[config.mk]
export PLATFORM = sky130hd
export DESIGN_NAME = pipe_shifter_flat
export DESIGN_NICKNAME = d
export VERILOG_FILES = /design/src/rtl/pipe_shifter_if.sv /design/src/rtl/pipe_shifter.sv /design/src/flat_wrapper.sv
export SDC_FILE = /design/constraint.sdc
export NUM_CORES = 1
export LEC_CHECK = 0
export BUFFER_PORTS_ARGS = -buffer_cell sky130_fd_sc_hd__buf_2
export CAP_MARGIN = 15
export CORE_MARGIN = 2
export CORE_UTILIZATION = 55
export DETAILED_ROUTE_END_ITERATION = 7
export PLACE_DENSITY = 0.83
export SKIP_LAST_GASP = 1
export SLEW_MARGIN = 20
export SYNTH_ARGS = -nofsm -noshare
export SYNTH_HDL_FRONTEND = slang
export SYNTH_SLANG_ARGS = --single-unit
[constraint.sdc]
create_clock -name clock -period 1.4 [get_ports clock]
set_input_delay 0.07 -clock clock [delete_from_list [all_inputs] [get_ports clock]]
set_output_delay 0.07 -clock clock [all_outputs]
set_load 0.02 [all_outputs]
[src/rtl/pipe_shifter_if.sv]
`timescale 1ns/1ps
// Handshake bundle for pipe_shifter: operand/op/shift amount in, shifted result out.
interface pipe_shifter_if #(
  parameter int WIDTH = 32,
  parameter int SHW   = $clog2(WIDTH)
);
  logic             in_valid;
  logic             in_ready;
  logic [WIDTH-1:0] in_data;
  logic [SHW-1:0]   in_shamt;
  logic [1:0]       in_op;
  logic             out_valid;
  logic             out_ready;
  logic [WIDTH-1:0] out_data;

  modport slave (
    input  in_valid, in_data, in_shamt, in_op, out_ready,
    output in_ready, out_valid, out_data
  );

  modport master (
    output in_valid, in_data, in_shamt, in_op, out_ready,
    input  in_ready, out_valid, out_data
  );
endinterface

[src/rtl/pipe_shifter.sv]
`timescale 1ns/1ps
// Pipelined barrel shifter, SHW registered stages (SLL/SRL/SRA; ROR with PIPE_SHIFTER_ROTATE_EN).
// Backpressure: global stall freezes every stage while out_valid & ~out_ready; in_ready = ~stall.
module pipe_shifter #(
  parameter  int WIDTH = 32,
  localparam int SHW   = $clog2(WIDTH)
) (
  input  logic          clock,
  input  logic          reset_n,
  pipe_shifter_if.slave bus
);

  logic [SHW-1:0]                vld_q, vld_d, src_vld;
  logic [SHW-1:0][WIDTH-1:0]     dat_q, dat_d, src_dat;
  logic [SHW-1:0][SHW-1:0]       shamt_q, shamt_d, src_shamt;
  logic [SHW-1:0][1:0]           op_q, op_d, src_op;
  logic [1:0]                    in_op_dec;
  logic                          stall;
  logic                          unused_tail;

  function automatic logic [WIDTH-1:0] stage_shift(input logic [WIDTH-1:0] d,
                                                   input logic [1:0] op,
                                                   input int amt);
    logic [WIDTH-1:0] r;
    case (op)
      2'b00:   r = d << amt;
      // SRA: the running MSB already equals the operand's original sign bit
      2'b10:   r = (d >> amt) | (~({WIDTH{1'b1}} >> amt) & {WIDTH{d[WIDTH-1]}});
`ifdef PIPE_SHIFTER_ROTATE_EN
      2'b11:   r = (d >> amt) | (d << (WIDTH - amt));
`endif
      default: r = d >> amt;
    endcase
    return r;
  endfunction

`ifdef PIPE_SHIFTER_ROTATE_EN
  assign in_op_dec = bus.in_op;
`else
  assign in_op_dec = (bus.in_op == 2'b11) ? 2'b01 : bus.in_op;
`endif

  assign stall         = vld_q[SHW-1] & ~bus.out_ready;
  assign bus.in_ready  = ~stall;
  assign bus.out_valid = vld_q[SHW-1];
  assign bus.out_data  = dat_q[SHW-1];

  // Stage k reads stage k-1's registers; stage 0 reads the input port.
  assign src_vld   = {vld_q[SHW-2:0],   bus.in_valid};
  assign src_dat   = {dat_q[SHW-2:0],   bus.in_data};
  assign src_shamt = {shamt_q[SHW-2:0], bus.in_shamt};
  assign src_op    = {op_q[SHW-2:0],    in_op_dec};

  assign unused_tail = ^{shamt_q[SHW-1], op_q[SHW-1]};

  always_comb begin
    vld_d   = vld_q;
    dat_d   = dat_q;
    shamt_d = shamt_q;
    op_d    = op_q;
    if (!stall) begin
      for (int k = 0; k < SHW; k++) begin
        vld_d[k]   = src_vld[k];
        dat_d[k]   = src_shamt[k][0] ? stage_shift(src_dat[k], src_op[k], 1 << k)
                                     : src_dat[k];
        // Remaining shift amount: the next stage consumes the new bit 0
        shamt_d[k] = src_shamt[k] >> 1;
        op_d[k]    = src_op[k];
      end
    end
  end

  always_ff @(posedge clock or negedge reset_n) begin
    if (!reset_n) begin
      vld_q   <= '0;
      dat_q   <= '0;
      shamt_q <= '0;
      op_q    <= '0;
    end else begin
      vld_q   <= vld_d;
      dat_q   <= dat_d;
      shamt_q <= shamt_d;
      op_q    <= op_d;
    end
  end

endmodule

[src/flat_wrapper.sv]
// flat-port wrapper written by rule: the top's interface ports become plain ports
module pipe_shifter_flat 
#(
  parameter  int WIDTH = 32,
  localparam int SHW   = $clog2(WIDTH)
)
  (clock, reset_n, bus_in_valid, bus_in_data, bus_in_shamt, bus_in_op, bus_out_ready, bus_in_ready, bus_out_valid, bus_out_data);
  pipe_shifter_if #(.WIDTH(WIDTH)) bus_i ();
  input  logic clock;
  input  logic reset_n;
  input wire logic [$bits(bus_i.in_valid)-1:0] bus_in_valid;
  input wire logic [$bits(bus_i.in_data)-1:0] bus_in_data;
  input wire logic [$bits(bus_i.in_shamt)-1:0] bus_in_shamt;
  input wire logic [$bits(bus_i.in_op)-1:0] bus_in_op;
  input wire logic [$bits(bus_i.out_ready)-1:0] bus_out_ready;
  output wire logic [$bits(bus_i.in_ready)-1:0] bus_in_ready;
  output wire logic [$bits(bus_i.out_valid)-1:0] bus_out_valid;
  output wire logic [$bits(bus_i.out_data)-1:0] bus_out_data;
  assign bus_i.in_valid = bus_in_valid;
  assign bus_i.in_data = bus_in_data;
  assign bus_i.in_shamt = bus_in_shamt;
  assign bus_i.in_op = bus_in_op;
  assign bus_i.out_ready = bus_out_ready;
  assign bus_in_ready = bus_i.in_ready;
  assign bus_out_valid = bus_i.out_valid;
  assign bus_out_data = bus_i.out_data;
  pipe_shifter #(.WIDTH(WIDTH)) u_core (.clock(clock), .reset_n(reset_n), .bus(bus_i));
endmodule
### Word-level counts from Yosys, hierarchy flattened

Index checks and enable logic that the tools add are counted.

| operators by class | value |
|---|---|
| eq/ne operators | 6 |
| bitwise operators | 8 |
| reductions and logical operators | 5 |
| multiplexer cells | 11 |

Operator list:

| cell | count |
|---|---|
| $pmux W32 S2 | 5 |
| $mux W32 | 5 |
| $or A16 B32 Y32 | 1 |
| $or A24 B32 Y32 | 1 |
| $or A28 B32 Y32 | 1 |
| $or A30 B32 Y32 | 1 |
| $or A31 B32 Y32 | 1 |
| $eq A2 B2 Y1 const B | 6 |
| $logic_not A2 Y1 | 5 |
| $mux W2 | 1 |
| $not A1 Y1 | 2 |
| $and A1 B1 Y1 | 1 |

| word-level totals | value |
|---|---|
| input port bits | 43 |
| output and inout bits | 34 |
| register bits after elaboration | 183 |
| logic and storage cells | 44 |

### Logic depth before layout (Yosys ltp)

| logic depth | value |
|---|---|
| depth after elaboration | 5 |
| mapped depth | 7 |
| mapped depth without buffers | 4 |

### Least setup slack after synthesis

OpenSTA, ideal clock, no wires.

| timing path | value |
|---|---|
| path type | register -> register |
| start point | reg u_core.vld_q[4] |
| end point | reg u_core.dat_q[60] in the netlist's numbering |
| stages on the path, launching flop included | 8 |
| slack | -0.016 ns |
| required time | 1.273 ns |
| buffers on the path | 3 |
| clock period less this slack | 1.416 ns |
| library setup time | 0.127 ns |
| arrival | 1.289 ns |
| cell sequence | dfrtp_1 -> nor2b_4 -> buf_6 -> inv_4 -> buf_8 -> nand2_4 -> buf_6 -> o211ai_2 |

| between the ends | value |
|---|---|
| word-level cells in the longest chain between the ends | 1 |

Ends and longest elaborated chain:

| item | line | text |
|---|---|---|
| start, declared | pipe_shifter.sv:13 | `logic [SHW-1:0] vld_q, vld_d, src_vld;` |
| start signal, assigned | pipe_shifter.sv:80 | `vld_q <= vld_d;` |
| $and A1 B1 Y1 | pipe_shifter.sv:43 | `assign stall = vld_q[SHW-1] & ~bus.out_ready;` |
| end signal, assigned | pipe_shifter.sv:81 | `dat_q <= dat_d;` |
| end, declared | pipe_shifter.sv:14 | `logic [SHW-1:0][WIDTH-1:0] dat_q, dat_d, src_dat;` |

Every way passes these cells.
A chain may end at the register's enable or synchronous reset.

### Final worst setup path

| timing path | value |
|---|---|
| start point | reg u_core.vld_q[4] |
| end point | reg u_core.dat_q[88] in the netlist's numbering |

Same word-level chain as after synthesis.

==> metrics.txt <==
Post-Syn Area per Cell=9.61 um^2; cell types with the largest area share after synthesis=dfrtp_1 (46%), mux2i_1 (9.9%), nand2_1 (8.6%); leak pwr=5.41 nW; worst-skew pair later-pin latency=440 ps; RSZ-0062 raised after global routing=yes; arrival time at the worst endpoint=1790 ps; violated checks=negative setup slack; Via density=6.32; total of endpoints with negative setup slack in the final report=48; I/O pin cnt=77; die outline width=138 um; global routing usage summed across all routing layers=26.9%; share of synthesized flip-flops with an asynchronous set or reset=100%; Post-Route Utilization=70.8%; number of synthesized register bits=183; max-cap check violation count=0; CTS tree=built; critical setup path kind=reg2reg; routed wire length=28800 um; cell at the root of the clock tree=clkbuf_16; smallest hold slack=23.8 ps; number of enable-type register cells in the synthesized netlist=0; most numerous cell in the Yosys netlist=nand2_1; post-route cell area=12300 um^2; share of the synthesized area in the top cell type=46.4%; violation count after the first detailed-routing iteration=933; P per Cell Area=2290 nW/um^2; HPWL after DPL=15500 um; number of buffers on the longest clock path=2; Die Height=138 um; number of buffers added by the clock tree synthesis step=17; Hold WC Path Type=in2reg; slew of the pin with the lowest slew margin=456 ps; maximum clock frequency=0.673 GHz; instance area at placement=10400 um^2; Peak supply drop=1.40 mV; data required time at the worst endpoint=1700 ps; layout cells sized above 1=24.8%; Max Transition Viols Final=0; post-route worst setup slack=-86.3 ps; routed length per placed instance=21.2 um; Crit Path Max Fanout=7; sequential area share after synthesis=46.4%; Hold Vio Cnt, Final=0; Post-Synthesis Cell Area=9870 um^2; CP Launch Type=register; number of antenna violations at the first check in global routing=0; sum of negative setup slack=-1120 ps; nets@finish=1161; clock skew after layout=10.1 ps; Port-buffer cells=76; H-tree depth=4; leading area contributor after synthesis=dfrtp_1; worst reg-to-reg setup slack=-90 ps; syn_nets=1070; Area growth, synth to finish=25.0%; ranking of synthesized cells by instance count=nand2_1 (225), dfrtp_1 (183), mux2i_1 (98); clock input transition at the sequential cells of the worst setup and hold paths=70 ps; # placed instances=1253; Cell Count, Final, Fillers Out=1356; post-synthesis cell type count=45; synthesized instance count=1027; post-layout minimum cycle time=1490 ps; count of synthesis-stage warnings from yosys=0; PnR Total Power=28.2 mW; first-pass iteration count of the detailed router=6; global-route wire length before repair=40100 um; vias in the first global route=7654; result of the run=finished with violations; final antenna-violating net count=0; Residual DRC=0; global placement routability congestion=0.899; clock sinks=183; final critical-path share of the clock period=106%; total inserted antenna cells=0; effective utilization at floorplan=56.7%; maximum number of pins on one net before global-route repair=50; Die Area=19000 um^2; worst setup slack before clock tree synthesis=-101 ps; most used flip-flop cell after synthesis=dfrtp_1; remaining global-route overflow=0; worst max-slew margin expressed relative to the limit=69.6%; Worst Hold Path Cells=4; crit end category=register; core region area=17400 um^2; length in cells of the worst reg-to-reg path=7; vias=8570; count of standard-cell rows=48
[timing repair]
item | CTS | global route
pin swaps | 2 | 13
buffers inserted | 7 | 1
hold endpoints to repair | 222 | 0
gates resized for setup | 17 | 88
gates cloned | 2 | 24
setup endpoints to repair | 105 | 154
hold buffers | 39 | 0
[worst max-delay path: stages (launching register included)]
cell	delay (ps)
dfrtp_2	400
nor2b_4	140
buf_8	130
buf_8	130
clkbuf_16	160
clkbuf_16	170
nand2_2	90
o211ai_1	110
[power breakdown]
part	total [mW]	switching (mW)	leakage [nW]	internal, mW
registers	10.2	2.61	2.27	7.56
clock network	4.83	2.15	0.283	2.69
logic	13.2	7.21	2.86	6.00
[area by class of cell]
type / count / area (um^2)
Clock inverter: 14 / 150
Inverter: 10 / 40.0
Clock buffer: 18 / 439
Timing Repair Buffer: 188 / 2060
Sequential cell: 183 / 4580
Fill cell: 1133 / 5080
Tap cell: 225 / 282
Multi-Input combinational cell: 718 / 4780
[cells in the final DEF, fill, tap and decap left out, types with 7 or more instances in the layout]
cell and n:
dfrtp_1 180, buf_12 23, nand3b_1 29, clkbuf_16 32, dlygate4sd3_1 39, nand2_2 27, buf_4 15, nor3_1 28
o21ai_0 27, buf_6 12, nand3_1 68, nor2b_1 19, o211ai_1 75, o211ai_2 22, nand2_4 11, a211oi_2 16
o21ai_1 12, mux2i_1 98, buf_2 74, nand2_1 188, nor2_1 28, a211oi_1 12, inv_1 7, a2bb2oi_1 11
a31oi_1 18
[flip-flops by register name (all words and copies together), names as in the netlist]
register,flops
u_core.op_q,8
u_core.bus.out_data,32
u_core.vld_q,5
u_core.shamt_q,10
u_core.dat_q,128
[layer usage]
metal  global-route usage (%)  part of all wire [%]
met4                     8.33                   3.2
met2                     43.7                    50
met1                     36.7                    40
met5                        0                     0
met3                     5.34                   7.4
[path summary, 6_finish.rpt]
path	from	endpoint
min reg2reg	u_core.vld_q[1]	u_core.vld_q[1]
min in group asynchronous	reset_n	u_core.bus.out_data[11]
max reg2reg	u_core.vld_q[4]	u_core.dat_q[88]
min	bus_in_op[1]	u_core.op_q[1]
max	u_core.vld_q[4]	u_core.dat_q[88]
max in group asynchronous	reset_n	u_core.dat_q[88]
[cells by family (layout without fill, tap and decap cells)]
family	count (synthesis)	after routing	synth area share, %
simple gates	412	412	19.2
compound gates	207	208	16.3
flops	183	183	46.4
buf+inv	127	230	8.15
mux	98	98	9.94
(Power assumes the default switching activity.)
